### config.mk
export PLATFORM = sky130hd
export DESIGN_NAME = rop3_mode_recover_flat
export DESIGN_NICKNAME = d
export VERILOG_FILES = /design/src/rtl/rop3_mode_recover_pkg.sv /design/src/rtl/rop3_mode_recover_if.sv /design/src/rtl/rop3_minterm_scatter.sv /design/src/rtl/rop3_mode_recover.sv /design/src/flat_wrapper.sv
export SDC_FILE = /design/constraint.sdc
export NUM_CORES = 1
export LEC_CHECK = 0
export CAP_MARGIN = 20
export CORE_AREA = 2 2 92 94
export DETAILED_ROUTE_END_ITERATION = 12
export DIE_AREA = 0 0 94 96
export PLACE_DENSITY = 0.58
export SYNTH_ARGS = -nofsm -noshare
export SYNTH_HDL_FRONTEND = slang
export SYNTH_SLANG_ARGS = --single-unit
export TNS_END_PERCENT = 100
### constraint.sdc
create_clock -name clk -period 3.3 [get_ports clk]
set_input_delay 0.66 -clock clk [delete_from_list [all_inputs] [get_ports clk]]
set_output_delay 0.66 -clock clk [all_outputs]
set_load 0.02 [all_outputs]
### src/rtl/rop3_mode_recover_pkg.sv
// Shared types and constants for the ROP3 mode recovery monitor (package rop3_pkg).
// Optional timeout feature is enabled by defining ROP3_REC_TIMEOUT_EN.
package rop3_pkg;

    typedef enum logic [1:0] {
        IDLE    = 2'd0,
        COLLECT = 2'd1,
        DONE    = 2'd2,
        ERROR   = 2'd3
    } rop3_state_e;

    localparam logic [1:0] ERR_NONE     = 2'b00;
    localparam logic [1:0] ERR_CONFLICT = 2'b01;
    localparam logic [1:0] ERR_TIMEOUT  = 2'b10;

    localparam int         MT_W      = 3;
    localparam logic [7:0] FULL_MASK = 8'hFF;

endpackage

### src/rtl/rop3_mode_recover_if.sv
// Sample bus carrying observed (P, S, D, Result) tuples into the recovery monitor.
// in_valid qualifies one sample per cycle; there is no ready, the monitor accepts every cycle.
interface rop3_mode_recover_if #(
    parameter int N = 4
);
    logic         in_valid;
    logic [N-1:0] P;
    logic [N-1:0] S;
    logic [N-1:0] D;
    logic [N-1:0] Result;

    modport master (output in_valid, P, S, D, Result);
    modport slave  (input  in_valid, P, S, D, Result);
endinterface

### src/rtl/rop3_minterm_scatter.sv
// Combinational scatter of one N-bit sample into per-minterm hit/value vectors,
// flagging bits that land on the same minterm with different results.
module rop3_minterm_scatter
    import rop3_pkg::*;
#(
    parameter int N = 4
) (
    input  logic [N-1:0] p,
    input  logic [N-1:0] s,
    input  logic [N-1:0] d,
    input  logic [N-1:0] result,
    output logic [7:0]   hit,
    output logic [7:0]   val,
    output logic         intra_conflict
);

    logic [MT_W-1:0] k;

    always_comb begin
        hit            = '0;
        val            = '0;
        intra_conflict = 1'b0;
        k              = '0;
        for (int i = 0; i < N; i++) begin
            k = {p[i], s[i], d[i]};
            if (hit[k] && (val[k] != result[i])) begin
                intra_conflict = 1'b1;
            end
            hit[k] = 1'b1;
            val[k] = result[i];
        end
    end

endmodule

### src/rtl/rop3_mode_recover.sv
// Reconstructs the 8-bit ROP3 mode from registered (P, S, D, Result) samples.
// Define ROP3_REC_TIMEOUT_EN to abort collection after TIMEOUT non-contributing samples.
module rop3_mode_recover
    import rop3_pkg::*;
#(
    parameter int N       = 4,
    parameter int TIMEOUT = 64
) (
    input  logic                 clk,
    input  logic                 rst_n,
    input  logic                 start,
    rop3_mode_recover_if.slave   smp,
    output logic [7:0]           mode,
    output logic [7:0]           known_mask,
    output logic                 mode_valid,
    output logic [1:0]           err,
    output logic                 busy,
    output rop3_state_e          state
);

    logic         s1_valid;
    logic [N-1:0] s1_p, s1_s, s1_d, s1_r;

    logic [7:0] hit, val;
    logic       intra_conflict;
    logic       conflict;
    logic       contrib;

    rop3_state_e state_next;
    logic [7:0]  mode_next;
    logic [7:0]  mask_next;
    logic [1:0]  err_next;

    // Stage 1: every input is registered; start drops whatever would have entered.
    always_ff @(posedge clk or negedge rst_n) begin
        if (!rst_n) begin
            s1_valid <= 1'b0;
            s1_p     <= '0;
            s1_s     <= '0;
            s1_d     <= '0;
            s1_r     <= '0;
        end else begin
            s1_valid <= smp.in_valid && !start;
            s1_p     <= smp.P;
            s1_s     <= smp.S;
            s1_d     <= smp.D;
            s1_r     <= smp.Result;
        end
    end

    rop3_minterm_scatter #(.N(N)) u_scatter (
        .p              (s1_p),
        .s              (s1_s),
        .d              (s1_d),
        .result         (s1_r),
        .hit            (hit),
        .val            (val),
        .intra_conflict (intra_conflict)
    );

    assign conflict = intra_conflict || ((hit & known_mask & (val ^ mode)) != 8'h00);
    assign contrib  = (hit & ~known_mask) != 8'h00;

`ifdef ROP3_REC_TIMEOUT_EN
    localparam int CNT_W = $clog2(TIMEOUT + 1);
    logic [CNT_W-1:0] to_cnt, to_cnt_next;
`else
    logic unused_timeout;
    assign unused_timeout = (TIMEOUT == 0);
`endif

    always_comb begin
        state_next = state;
        mode_next  = mode;
        mask_next  = known_mask;
        err_next   = err;
`ifdef ROP3_REC_TIMEOUT_EN
        to_cnt_next = to_cnt;
`endif
        if (start) begin
            state_next = COLLECT;
            mode_next  = 8'h00;
            mask_next  = 8'h00;
            err_next   = ERR_NONE;
`ifdef ROP3_REC_TIMEOUT_EN
            to_cnt_next = '0;
`endif
        end else if (s1_valid && (state == COLLECT || state == DONE)) begin
            // Conflict outranks both completion and timeout.
            if (conflict) begin
                state_next = ERROR;
                err_next   = ERR_CONFLICT;
            end else begin
                mode_next = mode | (hit & val);
                mask_next = known_mask | hit;
                if (state == COLLECT) begin
                    if (mask_next == FULL_MASK) begin
                        state_next = DONE;
                    end
`ifdef ROP3_REC_TIMEOUT_EN
                    else if (!contrib) begin
                        if (to_cnt == CNT_W'(TIMEOUT - 1)) begin
                            state_next  = ERROR;
                            err_next    = ERR_TIMEOUT;
                            to_cnt_next = CNT_W'(TIMEOUT);
                        end else begin
                            to_cnt_next = to_cnt + 1'b1;
                        end
                    end else begin
                        to_cnt_next = '0;
                    end
`endif
                end
            end
        end
    end

`ifndef ROP3_REC_TIMEOUT_EN
    logic unused_contrib;
    assign unused_contrib = contrib;
`endif

    always_ff @(posedge clk or negedge rst_n) begin
        if (!rst_n) begin
            state      <= IDLE;
            mode       <= 8'h00;
            known_mask <= 8'h00;
            err        <= ERR_NONE;
            mode_valid <= 1'b0;
            busy       <= 1'b0;
        end else begin
            state      <= state_next;
            mode       <= mode_next;
            known_mask <= mask_next;
            err        <= err_next;
            mode_valid <= (state_next == DONE);
            busy       <= (state_next == COLLECT);
        end
    end

`ifdef ROP3_REC_TIMEOUT_EN
    always_ff @(posedge clk or negedge rst_n) begin
        if (!rst_n) begin
            to_cnt <= '0;
        end else begin
            to_cnt <= to_cnt_next;
        end
    end
`endif

endmodule

### src/flat_wrapper.sv
// flat-port wrapper written by rule: the top's interface ports become plain ports
module rop3_mode_recover_flat import rop3_pkg::*;
#(
    parameter int N       = 4,
    parameter int TIMEOUT = 64
)
  (clk, rst_n, start, mode, known_mask, mode_valid, err, busy, state, smp_in_valid, smp_P, smp_S, smp_D, smp_Result);
  rop3_mode_recover_if #(.N(N)) smp_i ();
  input  logic clk;
  input  logic rst_n;
  input  logic start;
  output logic [7:0] mode;
  output logic [7:0] known_mask;
  output logic mode_valid;
  output logic [1:0] err;
  output logic busy;
  output rop3_state_e state;
  input wire logic [$bits(smp_i.in_valid)-1:0] smp_in_valid;
  input wire logic [$bits(smp_i.P)-1:0] smp_P;
  input wire logic [$bits(smp_i.S)-1:0] smp_S;
  input wire logic [$bits(smp_i.D)-1:0] smp_D;
  input wire logic [$bits(smp_i.Result)-1:0] smp_Result;
  assign smp_i.in_valid = smp_in_valid;
  assign smp_i.P = smp_P;
  assign smp_i.S = smp_S;
  assign smp_i.D = smp_D;
  assign smp_i.Result = smp_Result;
  rop3_mode_recover #(.N(N), .TIMEOUT(TIMEOUT)) u_core (.clk(clk), .rst_n(rst_n), .start(start), .smp(smp_i), .mode(mode), .known_mask(known_mask), .mode_valid(mode_valid), .err(err), .busy(busy), .state(state));
endmodule
==> results_dict.tcl, run 1 <==
set metrics [dict create \
    syn-cell-area_mm2 0.00291 \
    ys.flop_type "dfrtp_1" \
    clkSinkCount 38 \
    critPathTopFamily "simple AND/OR/NAND/NOR gates" \
    critPathBufInv 0 \
    hold_violations 0 \
    critical_path.max_stage_delay_ns 0.55 \
    reg2reg_slack_ns 0.33 \
    antenna_found_initial 0 \
    final_cell_mix "39 x clkdlybuf4s50_1, 34 x dfrtp_1, 17 x nor2_1" \
    dp_cells 439 \
    nets 362 \
    die-area_mm2 0.00902 \
    yosysSeqAreaShare_pct 32.7 \
    antenna_violating_nets_post_route 0 \
    min_period_ns 2.97 \
    syn2layout_area_growth_pct 19.5 \
    place_area_mm2 0.00333 \
    fin_setup_tns_ns 0 \
    cts_tree "done" \
    numCtsBuffers 5 \
    synthArstFlopShare_pct 100 \
    fin_crit_sh_pct 90.0 \
    core_area_mm2 0.00805 \
    die_h_um 96 \
    crit_chain "or3_1 > a311oi_1 > o31a_2 > xnor2_1 > and3_1 > nor4_4 > nand4_4 > o2bb2ai_1" \
    hold_buffers 0 \
    slew_headroom_pct 46.0 \
    avgSynthCellArea_um2 9.21 \
    synth_cell_type_count 75 \
    drt_iter0_drc 264 \
    drive_gt1_share_pct 13.5 \
    tightest_slew_ns 0.810 \
    clock_skew_ns 0.00731 \
    cp.depth 8 \
    initial_core_util_pct 36.1 \
    syn_inst 316 \
    antenna_cells 0 \
    fin_area_mm2 0.00348 \
    hpwlAfterDp_mm 5.56 \
    firstDrtPassIters 4 \
    htree_levels 2 \
    cp.arrival_ns 3.18 \
    drv_slew 0 \
    synth_edf_count 0 \
    fin_util_pct 43.2 \
    cellLeakagePower_uw 0.00132 \
    dp_slack_ns 0.203 \
    synth_warnings 0 \
    switchingPower_uw 378 \
    synth_nets 337 \
    overflow 0 \
    drt-total-wl_mm 7.52 \
    clkTransAtPathRegs_ns 0.08 \
    comb_power_share_pct 21.0 \
    drc_errors 0 \
    wl_per_cell_um 16.8 \
    gp_congestion 0.884 \
    rsz0062_at_grt "false" \
    swShare_pct 29.1 \
    vias 2585 \
    fillCellCount 781 \
    reg2reg_depth 8 \
    sequentialPowerShare_pct 41.6 \
    multi_input_area_mm2 0.00178 \
    end_kind "flip-flop" \
    setup_violations 0 \
    root_buffer "clkbuf_8" \
    stdcell_count 447 \
    grt.total_usage_pct 18.3 \
    synth_seq_cells 38 \
    seqCellArea_um2 956 \
    pwr_density_cell_mw_per_mm2 373 \
    dieWidth_um 94 \
    crit_required_ns 3.52 \
    r2r-start "u_core.s1_s[1]$_DFF_PN0_" \
    r2r_end "u_core.mode[1]$_DFFE_PN0P_" \
    internal-power_uw 921 \
    clkPwrFrac_pct 37.4 \
    clockBufferDepth 2 \
    port_buffers 40 \
    grt_pass1_wl_mm 13.0 \
    start_kind "flip-flop" \
    postCtsSetupBuffers 0 \
    ios 42 \
    status "finished clean" \
    maxCapViolCount 0 \
    grt_pass1_vias 2459 \
    grt_max_degree 39 \
    worstHoldPathType "input pin to async pin" \
    vias_per_cell 5.78 \
    row_count 33 \
    clk_latency_ns 0.30 \
    worst_slack_ns 0.331 \
    fmax_mhz 337 \
    critPathKind "flip-flop to flip-flop" \
    cp_max_fo 24 \
    crit_path_top_delay_cell "dfrtp_2" \
    mostFrequentLayoutCell "clkdlybuf4s50_1" \
    vdd_drop_max_mv 0.199 \
]
cell type report:
cell class,instances,share of cell area [%]
Clock buffer,5,1.98
Multi-Input combinational cell,239,51.2
Inverter,13,1.40
Timing Repair Buffer,44,12.2
Tap cell,105,3.78
Sequential cell,38,27.5
Clock inverter,3,1.98
state kept, by name, indices dropped and copies added (netlist names):
| signal | cells |
|---|---|
| u_core.busy | 1 |
| u_core.err | 1 |
| u_core.known_mask | 8 |
| u_core.mode | 8 |
| u_core.mode_valid | 1 |
| u_core.s1_d | 4 |
| u_core.s1_p | 4 |
| u_core.s1_r | 4 |
| u_core.s1_s | 4 |
| u_core.s1_valid | 1 |
| u_core.state | 2 |
synth_stat cells, types with 8 or more instances:
master	instances	area share (%)
clkbuf_1	9	1.2
nor2_1	17	2.2
dfrtp_1	38	33
nand3b_1	10	2.6
nand3_1	11	1.9
nor3_1	9	1.5
nand2_1	16	2.1
buf_2	12	2.1
o21ai_0	14	2.4
o2bb2ai_2	10	5.2
inv_1	12	1.5
nor3b_1	10	2.6
a21oi_1	11	1.9
and3b_1	8	2.4
timing repair:
action                     CTS  global route
gates resized for setup      0             5
setup endpoints to repair    0            16
hold endpoints to repair     0             0
how the worst max path moves through the flow:
stage | start | endpoint
2_1_floorplan | u_core.s1_p[1]$_DFF_PN0_ | u_core.busy$_DFF_PN0_
3_3_place_gp | u_core.s1_d[1]$_DFF_PN0_ | u_core.mode[2]$_DFFE_PN0P_
3_5_place_dp | u_core.s1_d[1]$_DFF_PN0_ | u_core.mode[5]$_DFFE_PN0P_
4_1_cts | u_core.s1_d[1]$_DFF_PN0_ | u_core.mode[1]$_DFFE_PN0P_
5_1_grt | u_core.s1_p[0]$_DFF_PN0_ | u_core.known_mask[2]$_DFFE_PN0P_
6_report | u_core.s1_s[1]$_DFF_PN0_ | u_core.mode[1]$_DFFE_PN0P_
cell families (layout without fill, tap and decap cells):
| family | after synthesis | in the layout | synth area share [%] |
|---|---|---|---|
| AND/OR/NAND/NOR | 135 | 135 | 31.2 |
| AO/OA/AOI/OAI | 92 | 92 | 25.9 |
| buffers and inverters | 39 | 65 | 6.32 |
| flip-flops | 38 | 38 | 32.7 |
| multiplexers | 6 | 6 | 2.19 |
| XOR/XNOR | 4 | 4 | 1.20 |
| adder cells (fa/ha/maj) | 1 | 1 | 0.430 |
| other | 1 | 1 | 0.129 |
per-stage QoR:
step,hold slack [ns],total power (uW)
after floorplan,0.364,722
after global placement,0.528,820
final,0.447,1300
after detailed placement,0.534,820
after CTS,0.484,1310
after global routing,0.527,1370
power groups by stage:
stage,Sequential (uW),Combinational [uW],Clock (uW)
2_1_floorplan,531,191,0
3_3_place_gp,548,272,0
3_5_place_dp,548,273,0
4_1_cts,538,274,498
5_1_grt,547,304,520
6_report,540,273,486
metal layers:
layer / vias to the layer above / wire, um / global-route usage (%)
met3: 7 / 285 / 2.19
met4: 0 / 120 / 5.31
li1: 1258 / - / -
met5: - / 0 / 0
met1: 1251 / 3560 / 26.2
met2: 69 / 3560 / 29.2
(Power assumes the default switching activity.)
==> run 2: changes to the inputs <==
Settings changed: SKIP_CTS_REPAIR_TIMING set to 1.
==> results of run 2 <==
The final DEF is identical to that of run 1; final timing and power are the same.
